File: src/rtl/fft_common_pkg.sv
// Types and constants shared by the FFT datapath control blocks.
package fft_common_pkg;

    typedef enum logic [1:0] {
        IDLE    = 2'd0,
        MEASURE = 2'd1,
        LOCKED  = 2'd2
    } rate_mon_state_t;

    localparam int unsigned RATE_MON_SYNC_DEFAULT = 2;

endpackage

File: src/rtl/sync_edge_detect.sv
// Multi-flop synchroniser for an asynchronous level, plus rising-edge detection on the
// synchronised value.
module sync_edge_detect #(
    parameter int unsigned SYNC_STAGES = 2
) (
    input  logic i_clk,
    input  logic i_rst,
    input  logic i_async,
    output logic o_rise
);

    logic [SYNC_STAGES-1:0] sync_q;
    logic                   prev_q;

    always_ff @(posedge i_clk or posedge i_rst) begin
        if (i_rst) begin
            sync_q <= '0;
            prev_q <= 1'b0;
        end else begin
            sync_q <= {sync_q[SYNC_STAGES-2:0], i_async};
            prev_q <= sync_q[SYNC_STAGES-1];
        end
    end

    // History resets low, so a level already high at reset release reads as one edge.
    assign o_rise = sync_q[SYNC_STAGES-1] & ~prev_q;

endmodule

File: src/rtl/clock_rate_monitor.sv
// Measures the period of a slow clock-like signal in i_clk cycles, strobes once per rising
// edge, and reports lock once LOCK_COUNT consecutive periods agree.
module clock_rate_monitor
    import fft_common_pkg::*;
#(
    parameter int unsigned CNT_W       = 8,
    parameter int unsigned LOCK_COUNT  = 4,
    parameter int unsigned SYNC_STAGES = RATE_MON_SYNC_DEFAULT
) (
    input  logic             i_clk,
    input  logic             i_rst,
    input  logic             i_sig,
    output logic             o_edge_stb,
    output logic [CNT_W-1:0] o_period,
    output logic             o_period_valid,
    output logic             o_locked,
    output logic             o_timeout
);

    localparam int unsigned        MATCH_W  = $clog2(LOCK_COUNT + 1);
    localparam logic [CNT_W-1:0]   CNT_MAX  = {CNT_W{1'b1}};
    localparam logic [CNT_W-1:0]   CNT_ONE  = CNT_W'(1);
    localparam logic [MATCH_W-1:0] MATCH_1  = MATCH_W'(1);
    localparam logic [MATCH_W-1:0] LOCK_CNT = MATCH_W'(LOCK_COUNT);

    logic rise;

    sync_edge_detect #(
        .SYNC_STAGES (SYNC_STAGES)
    ) u_sync_edge (
        .i_clk   (i_clk),
        .i_rst   (i_rst),
        .i_async (i_sig),
        .o_rise  (rise)
    );

    rate_mon_state_t    state_q, state_d;
    logic [CNT_W-1:0]   elapsed_q, elapsed_d;
    logic [MATCH_W-1:0] match_q, match_d;
    logic [CNT_W-1:0]   period_q, period_d;
    logic               edge_stb_q, edge_stb_d;
    logic               period_valid_q, period_valid_d;
    logic               locked_q, locked_d;
    logic               timeout_q, timeout_d;
    logic               same_period;
    logic               timeout_cond;

    // elapsed_q reads 1 during the strobe cycle, so at the next edge it equals the period.
    assign same_period  = (elapsed_q == period_q);
    assign timeout_cond = (elapsed_q == CNT_MAX) && !rise;

    always_comb begin
        state_d        = state_q;
        match_d        = match_q;
        period_d       = period_q;
        locked_d       = locked_q;
        period_valid_d = 1'b0;
        timeout_d      = 1'b0;
        edge_stb_d     = rise;
        if (rise) begin
            elapsed_d = CNT_ONE;
        end else if (elapsed_q == CNT_MAX) begin
            elapsed_d = elapsed_q;
        end else begin
            elapsed_d = elapsed_q + CNT_ONE;
        end

        unique case (state_q)
            IDLE: begin
                if (rise) begin
                    state_d = MEASURE;
                end
            end
            MEASURE: begin
                if (rise) begin
                    period_d       = elapsed_q;
                    period_valid_d = 1'b1;
                    match_d        = same_period ? match_q + MATCH_1 : MATCH_1;
                    if (match_d == LOCK_CNT) begin
                        state_d  = LOCKED;
                        locked_d = 1'b1;
                    end
                end else if (timeout_cond) begin
                    timeout_d = 1'b1;
                    period_d  = '0;
                    locked_d  = 1'b0;
                    match_d   = '0;
                    state_d   = IDLE;
                end
            end
            LOCKED: begin
                if (rise) begin
                    period_d       = elapsed_q;
                    period_valid_d = 1'b1;
                    if (!same_period) begin
                        match_d  = MATCH_1;
                        locked_d = 1'b0;
                        state_d  = MEASURE;
                    end
                end else if (timeout_cond) begin
                    timeout_d = 1'b1;
                    period_d  = '0;
                    locked_d  = 1'b0;
                    match_d   = '0;
                    state_d   = IDLE;
                end
            end
            default: begin
                state_d = IDLE;
            end
        endcase
    end

    always_ff @(posedge i_clk or posedge i_rst) begin
        if (i_rst) begin
            state_q        <= IDLE;
            elapsed_q      <= '0;
            match_q        <= '0;
            period_q       <= '0;
            edge_stb_q     <= 1'b0;
            period_valid_q <= 1'b0;
            locked_q       <= 1'b0;
            timeout_q      <= 1'b0;
        end else begin
            state_q        <= state_d;
            elapsed_q      <= elapsed_d;
            match_q        <= match_d;
            period_q       <= period_d;
            edge_stb_q     <= edge_stb_d;
            period_valid_q <= period_valid_d;
            locked_q       <= locked_d;
            timeout_q      <= timeout_d;
        end
    end

    assign o_edge_stb     = edge_stb_q;
    assign o_period       = period_q;
    assign o_period_valid = period_valid_q;
    assign o_locked       = locked_q;
    assign o_timeout      = timeout_q;

endmodule

File: config.mk
export PLATFORM = sky130hd
export DESIGN_NAME = clock_rate_monitor
export DESIGN_NICKNAME = d
export VERILOG_FILES = /design/src/rtl/fft_common_pkg.sv /design/src/rtl/sync_edge_detect.sv /design/src/rtl/clock_rate_monitor.sv
export SDC_FILE = /design/constraint.sdc
export NUM_CORES = 1
export LEC_CHECK = 0
export ABC_AREA = 1
export BUFFER_PORTS_ARGS = -buffer_cell sky130_fd_sc_hd__buf_2
export CAP_MARGIN = 10
export CORE_MARGIN = 5
export CORE_UTILIZATION = 55
export CTS_BUF_LIST = sky130_fd_sc_hd__clkbuf_8
export DETAILED_ROUTE_END_ITERATION = 8
export PLACE_DENSITY = 0.77
export SLEW_MARGIN = 20
export SYNTH_ARGS = -nofsm -noshare
export SYNTH_HDL_FRONTEND = slang
export SYNTH_SLANG_ARGS = --single-unit
File: constraint.sdc
create_clock -name i_clk -period 1.5 [get_ports i_clk]
set_clock_uncertainty 0.1 [all_clocks]
set_input_delay 0.075 -clock i_clk [delete_from_list [all_inputs] [get_ports i_clk]]
set_output_delay 0.075 -clock i_clk [all_outputs]
set_load 0.01 [all_outputs]
After elaboration in Yosys (flattened, before gate mapping) --
Cells that the tools add are included.
Word-level totals: register bits 28, latch bits 0, RAM bits 0, ROM bits 0, bits of input ports 3, output and inout bits 12, word-level logic and storage cells 61, memories kept 0
Operators by class: add/sub/neg operators 2, multipliers 0, div/mod/pow operators 0, magnitude comparators 0, eq/ne operators 9, shift operators 0, multiplexer cells 28, bitwise operators 2, reduce and logical (&&, ||, !) cells 10
Operator list (count):
- $mux 8 | 4
- $mux 3 | 5
- $mux 2 | 6
- $mux 1 | 10
- $add 8x1->8 const B | 1
- $eq 8x8->1 | 1
- $eq 8x8->1 const B | 1
- $ne 3x3->1 const B | 2
- $pmux 2 s3 | 1
- $pmux 3 s2 | 1
- $reduce_and 3->1 | 2
- $ne 2x2->1 const B | 2
- $reduce_and 2->1 | 2
- $reduce_bool 2->1 | 2
- $add 3x1->3 const B | 1
- $eq 3x3->1 const B | 1
- $eq 2x1->1 const B | 1
- $eq 2x2->1 const B | 1
- $logic_not 2->1 | 1
- $pmux 1 s2 | 1
- $reduce_or 2->1 | 1
- $and 1x1->1 | 1
- $logic_and 1x1->1 | 1
- $logic_not 1->1 | 1
- $not 1->1 | 1

Depth between registers and ports, before layout --
depth in word-level cells 7, gate-level depth with buffers 12, gate-level depth less buffers 12

By module --
From an unflattened synthesis, not the netlist that was laid out.
Second synthesis, totals: cell total of the unflattened synthesis 199, area total of the unflattened synthesis 1601.5 um2
By module, submodules not included:
- clock_rate_monitor | times used 1, cells each 193, area an instance 1512.7 um2, sequential area each 625.6 um2
- sync_edge_detect | times used 1, cells each 6, area an instance 88.8 um2, sequential area each 75.1 um2

Least setup slack after synthesis --
OpenSTA, ideal clock, no wires.
path kind reg2reg, start point register state_q[0], end point register state_q[0], library setup time 0.117 ns, arrival time 1.232 ns, required time 1.283 ns, setup slack 0.051 ns, cell stages (with the launch flop) 8, buffers on the path 0, period minus slack after synthesis 1.449 ns, path through dfrtp_1 inv_1 ha_1 or2_2 nand3_1 a21oi_1 nand3_1 nand2_1
Between the ends: word-level cells in the longest chain between the ends 3, elaborated cells on any way between the ends 11, those cells by class eq/ne (5); mux (4); reduce/logical (2)
Ends and longest elaborated chain:
- start: declaration | RTL line clock_rate_monitor.sv:37 | rate_mon_state_t state_q, state_d;
- start signal: assignment | RTL line clock_rate_monitor.sv:125 | state_q <= state_d;
- $eq 2x1->1 (tied with other cells) | RTL line clock_rate_monitor.sv:68 | unique case (state_q)
- $ne 3x3->1 (no line) (tied with other cells)
- $reduce_and 3->1 (no line) or $pmux 2 s3 (tied branches)
Several ways; a longest one is shown, not always the timed one. A chain may end at the register's enable or synchronous reset.

Worst setup path after layout --
start point register elapsed_q[0], end point register period_q[5], in the netlist o_period[5]
Between the ends: word-level cells in the longest chain between the ends 4
Ends and longest elaborated chain:
- start: declaration | RTL line clock_rate_monitor.sv:38 | logic [CNT_W-1:0] elapsed_q, elapsed_d;
- start signal: assignment | RTL line clock_rate_monitor.sv:126 | elapsed_q <= elapsed_d;
- $eq 8x8->1 | RTL line clock_rate_monitor.sv:50 | assign timeout_cond = (elapsed_q == CNT_MAX) && !rise;
- $logic_and 1x1->1 | RTL line clock_rate_monitor.sv:50
- $reduce_bool 2->1 (no line)
- $reduce_and 2->1 (no line)
- end signal: assignment | RTL line clock_rate_monitor.sv:128 | period_q <= period_d;
- end: declaration | RTL line clock_rate_monitor.sv:40 | logic [CNT_W-1:0] period_q, period_d;
Every way passes these cells.

==> metrics.md <==
| Metric | Value |
|---|---|
| Status | `finished with violations` |
| Failing checks | `negative setup slack` |
| Vias in the first global route | `roughly 1700` |
| DRT Pass-1 Iters | `6` |
| Chip height | `approximately 64 um` |
| H-tree Lvls | `1` |
| Port buffer count | `14` |
| Max Cap Viol | `0` |
| Slew headroom | `0.764` |
| Clk_lat worst skew | `0.28 ns` |
| TritonCTS buffer count | `3` |
| Synthesized flop and latch total | `28` |
| Clk slew on worst S/H paths | `0.10 ns` |
| Hold Vio Cnt, Final | `0` |
| Post-Syn Nets | `209` |
| Final net count | `270` |
| Remaining DRCs | `0` |
| Synthesized area per cell | `just under 8 um2` |
| Worst hold path depth | `0` |
| Worst path bufs/invs | `2` |
| Register area share after synthesis | `0.442` |
| Initial antenna violation count | `0` |
| Max Buffers Root-to-Sink | `2` |
| Fmax | `590 MHz` |
| Crit path DAT | `1.75 ns` |
| Final setup fails | `22` |
| Leak | `1.22 nW` |
| CP endpoint kind | `flip-flop` |
| Worst reg2reg path depth | `9` |
| Core area | `0.00276 mm2` |
| CP max FO | `7` |
| Synth Warn # | `0` |
| Detail Route Antenna Nets | `0` |
| Worst EP required | `approximately 1.6 ns` |
| Detailed Place HPWL | `just under 3000 um` |
| First-pass GRT wire length | `roughly 7700 um` |
| Worst Setup Path Type | `reg -> reg` |
| WHS | `0.271 ns` |
| Post-Syn Instances | `200` |
| Total track usage | `0.238` |
| Routed wire length | `about 5600 um` |
| DR vias/cell | `roughly 5.9` |
| Final min period | `1.69 ns` |
| Most frequent cell on the critical path | `nor2_4` |
| Post-route clock period utilization | `1.13` |
| WL/cell | `about 19 um` |
| Hold WC Path Type | `reg -> reg` |
| Worst-path cell chain | `buf_4, ha_4, nand2_4, inv_4, nand2_4, nor2_4, nor2_4, nor2_4, o22ai_1` |
| Worst path depth | `9` |
| Area Growth Syn to Fin | `46.6%` |
| Largest net degree at the start of global routing | `29` |
| Power Density | `1920 mW/mm2` |
| Reg-to-reg setup timing slack | `-0.19 ns` |
| Layout fillers | `between 100 and 150` |
| Site Rows | `19` |
| Share of cells above drive strength 1 | `0.512` |
| Max VDD drop | `1470 uV` |
| Die extent in x | `63.7 um` |
| Fin worst setup slack | `-0.194 ns` |
| Synthesized area | `0.00159 mm2` |
| Number of library cell types mapped by synthesis | `29` |
| CP max stage delay | `0.39 ns` |
| Gr ovfl total | `0` |
| Die area | `0.00406 mm2` |
| Number of diodes | `0` |
| Initial core utilization | `0.575` |
| I/O pin cnt | `15` |
| Setup TNS | `-2.82 ns` |
| Via count | `1716` |
| Gp weighted congestion | `0.922` |
| Detailed Route Iter0 Violations | `212` |
| Root buffer cell | `clkbuf_8` |
| CTS tree | `yes` |
| Crit path max-delay family | `simple AND/OR/NAND/NOR gates` |
| RSZ-0062 raised after global routing | `true` |
| Setup crit start kind | `flip-flop` |
| Worst path slowest cell | `dfrtp_1` |
| TritonCTS Sinks | `28` |
| Slew @ Worst Pin | `around 0.35 ns` |
| Slew Limit Fails | `0` |
==> cells in the mapped netlist, drive strengths merged <==
cell type,count,area share
nand2,65,0.17
nor2,21,0.080
nor3,1,0.0032
or2,1,0.0039
xor2,2,0.011
a21oi,4,0.013
nand4,2,0.012
buf,2,0.0079
nand3,8,0.028
a311oi,1,0.0055
dfrtp,28,0.44
o31ai,1,0.0047
nor3b,1,0.0047
a31oi,1,0.0039
o22ai,7,0.028
xnor2,2,0.011
nor4,1,0.0039
o21ai,14,0.044
ha,6,0.047
inv,32,0.076
==> per-layer routing <==
layer,up-vias,part of all wire,global-route usage
met5,-,0,0
met4,0,0.039,0.143
met3,28,0.082,0.0302
li1,753,-,-
met2,109,0.51,0.412
met1,826,0.37,0.278
==> cell type report <==
| class | count | area [um2] | area share |
|---|---|---|---|
| flip-flops and latches | 28 | 706 | 0.303 |
| well taps | 31 | 38.8 | 0.0167 |
| multi-input cells | 138 | 961 | 0.413 |
| repair buffers | 58 | 424 | 0.182 |
| clock buffers | 3 | 41.3 | 0.0178 |
| clock inverters | 1 | 30.0 | 0.0129 |
| inverters | 32 | 125 | 0.0538 |
==> state kept, by name, summed over array words and instances, names as in the netlist <==
register and cells:
u_sync_edge.prev_q 1, o_period_valid 1, elapsed_q 8, o_timeout 1
match_q 3, state_q 2, o_edge_stb 1, o_period 8
o_locked 1, u_sync_edge.sync_q 2
==> kinds of logic after synthesis <==
logic type	count (synthesis)	synth area share
XOR/XNOR	4	0.0221
AND/OR/NAND/NOR	100	0.307
buffers and inverters	34	0.0836
AO/OA/AOI/OAI	28	0.0986
flip-flops	28	0.442
adder cells (fa/ha/maj)	6	0.0473
==> worst register-to-register path, cell delays in order, from the launching register on <==
cell and delay (ns):
dfrtp_1 0.39, buf_4 0.14, ha_4 0.14, nand2_4 0.07, inv_4 0.08, nand2_4 0.06, nor2_4 0.15, nor2_4 0.09
nor2_4 0.24, o22ai_1 0.12
==> power breakdown <==
part / switching, W / internal [W]
sequential: 0.000222 / 0.000957
clock: 0.000255 / 0.000358
combinational: 0.00151 / 0.00115
==> final timing paths <==
kind | start | endpoint
max in group asynchronous | i_rst | elapsed_q[3]
min reg2reg | u_sync_edge.sync_q[0] | u_sync_edge.sync_q[1]
max | elapsed_q[0] | o_period[5]
max reg2reg | elapsed_q[0] | o_period[5]
min | u_sync_edge.sync_q[0] | u_sync_edge.sync_q[1]
min in group asynchronous | i_rst | u_sync_edge.prev_q
==> cells in the final DEF (no fill, tap or decap), types with 4 or more instances in the layout <==
cell type,n
nand2_1,39
buf_4,37
dfrtp_1,24
inv_1,21
nand2_2,20
buf_2,14
inv_2,9
o21ai_1,8
nor2_2,7
nor2_4,7
nor2_1,7
nand2_4,6
nand3_1,5
o22ai_2,5
ha_1,5
buf_6,5
o21ai_0,4
dfrtp_2,4
==> per-stage QoR <==
| step | worst slack, ns | instance area, um2 | power (W) | instances | util |
|---|---|---|---|---|---|
| global route | -0.284 | 2330 | 0.00467 | 291 | 0.843 |
| finish | -0.194 | 2330 | 0.00446 | 291 | 0.843 |
| floorplan | 0.0513 | 1590 | 0.00219 | 200 | - |
| CTS | -0.0865 | 2100 | 0.00374 | 281 | 0.761 |
| detailed placement | -0.173 | 1850 | 0.00277 | 265 | 0.670 |
| global placement | -0.0404 | 1850 | 0.00267 | 265 | 0.670 |
==> repair_timing <==
| item | in CTS | in global routing |
|---|---|---|
| pin swaps | 10 | 20 |
| gates resized for setup | 22 | 43 |
| hold buffers | 2 | 0 |
| buffers inserted | 10 | 10 |
| setup endpoints to repair | 21 | 22 |
| endpoints found under the hold margin | 29 | 0 |
Power figures use the tool's default switching activity.
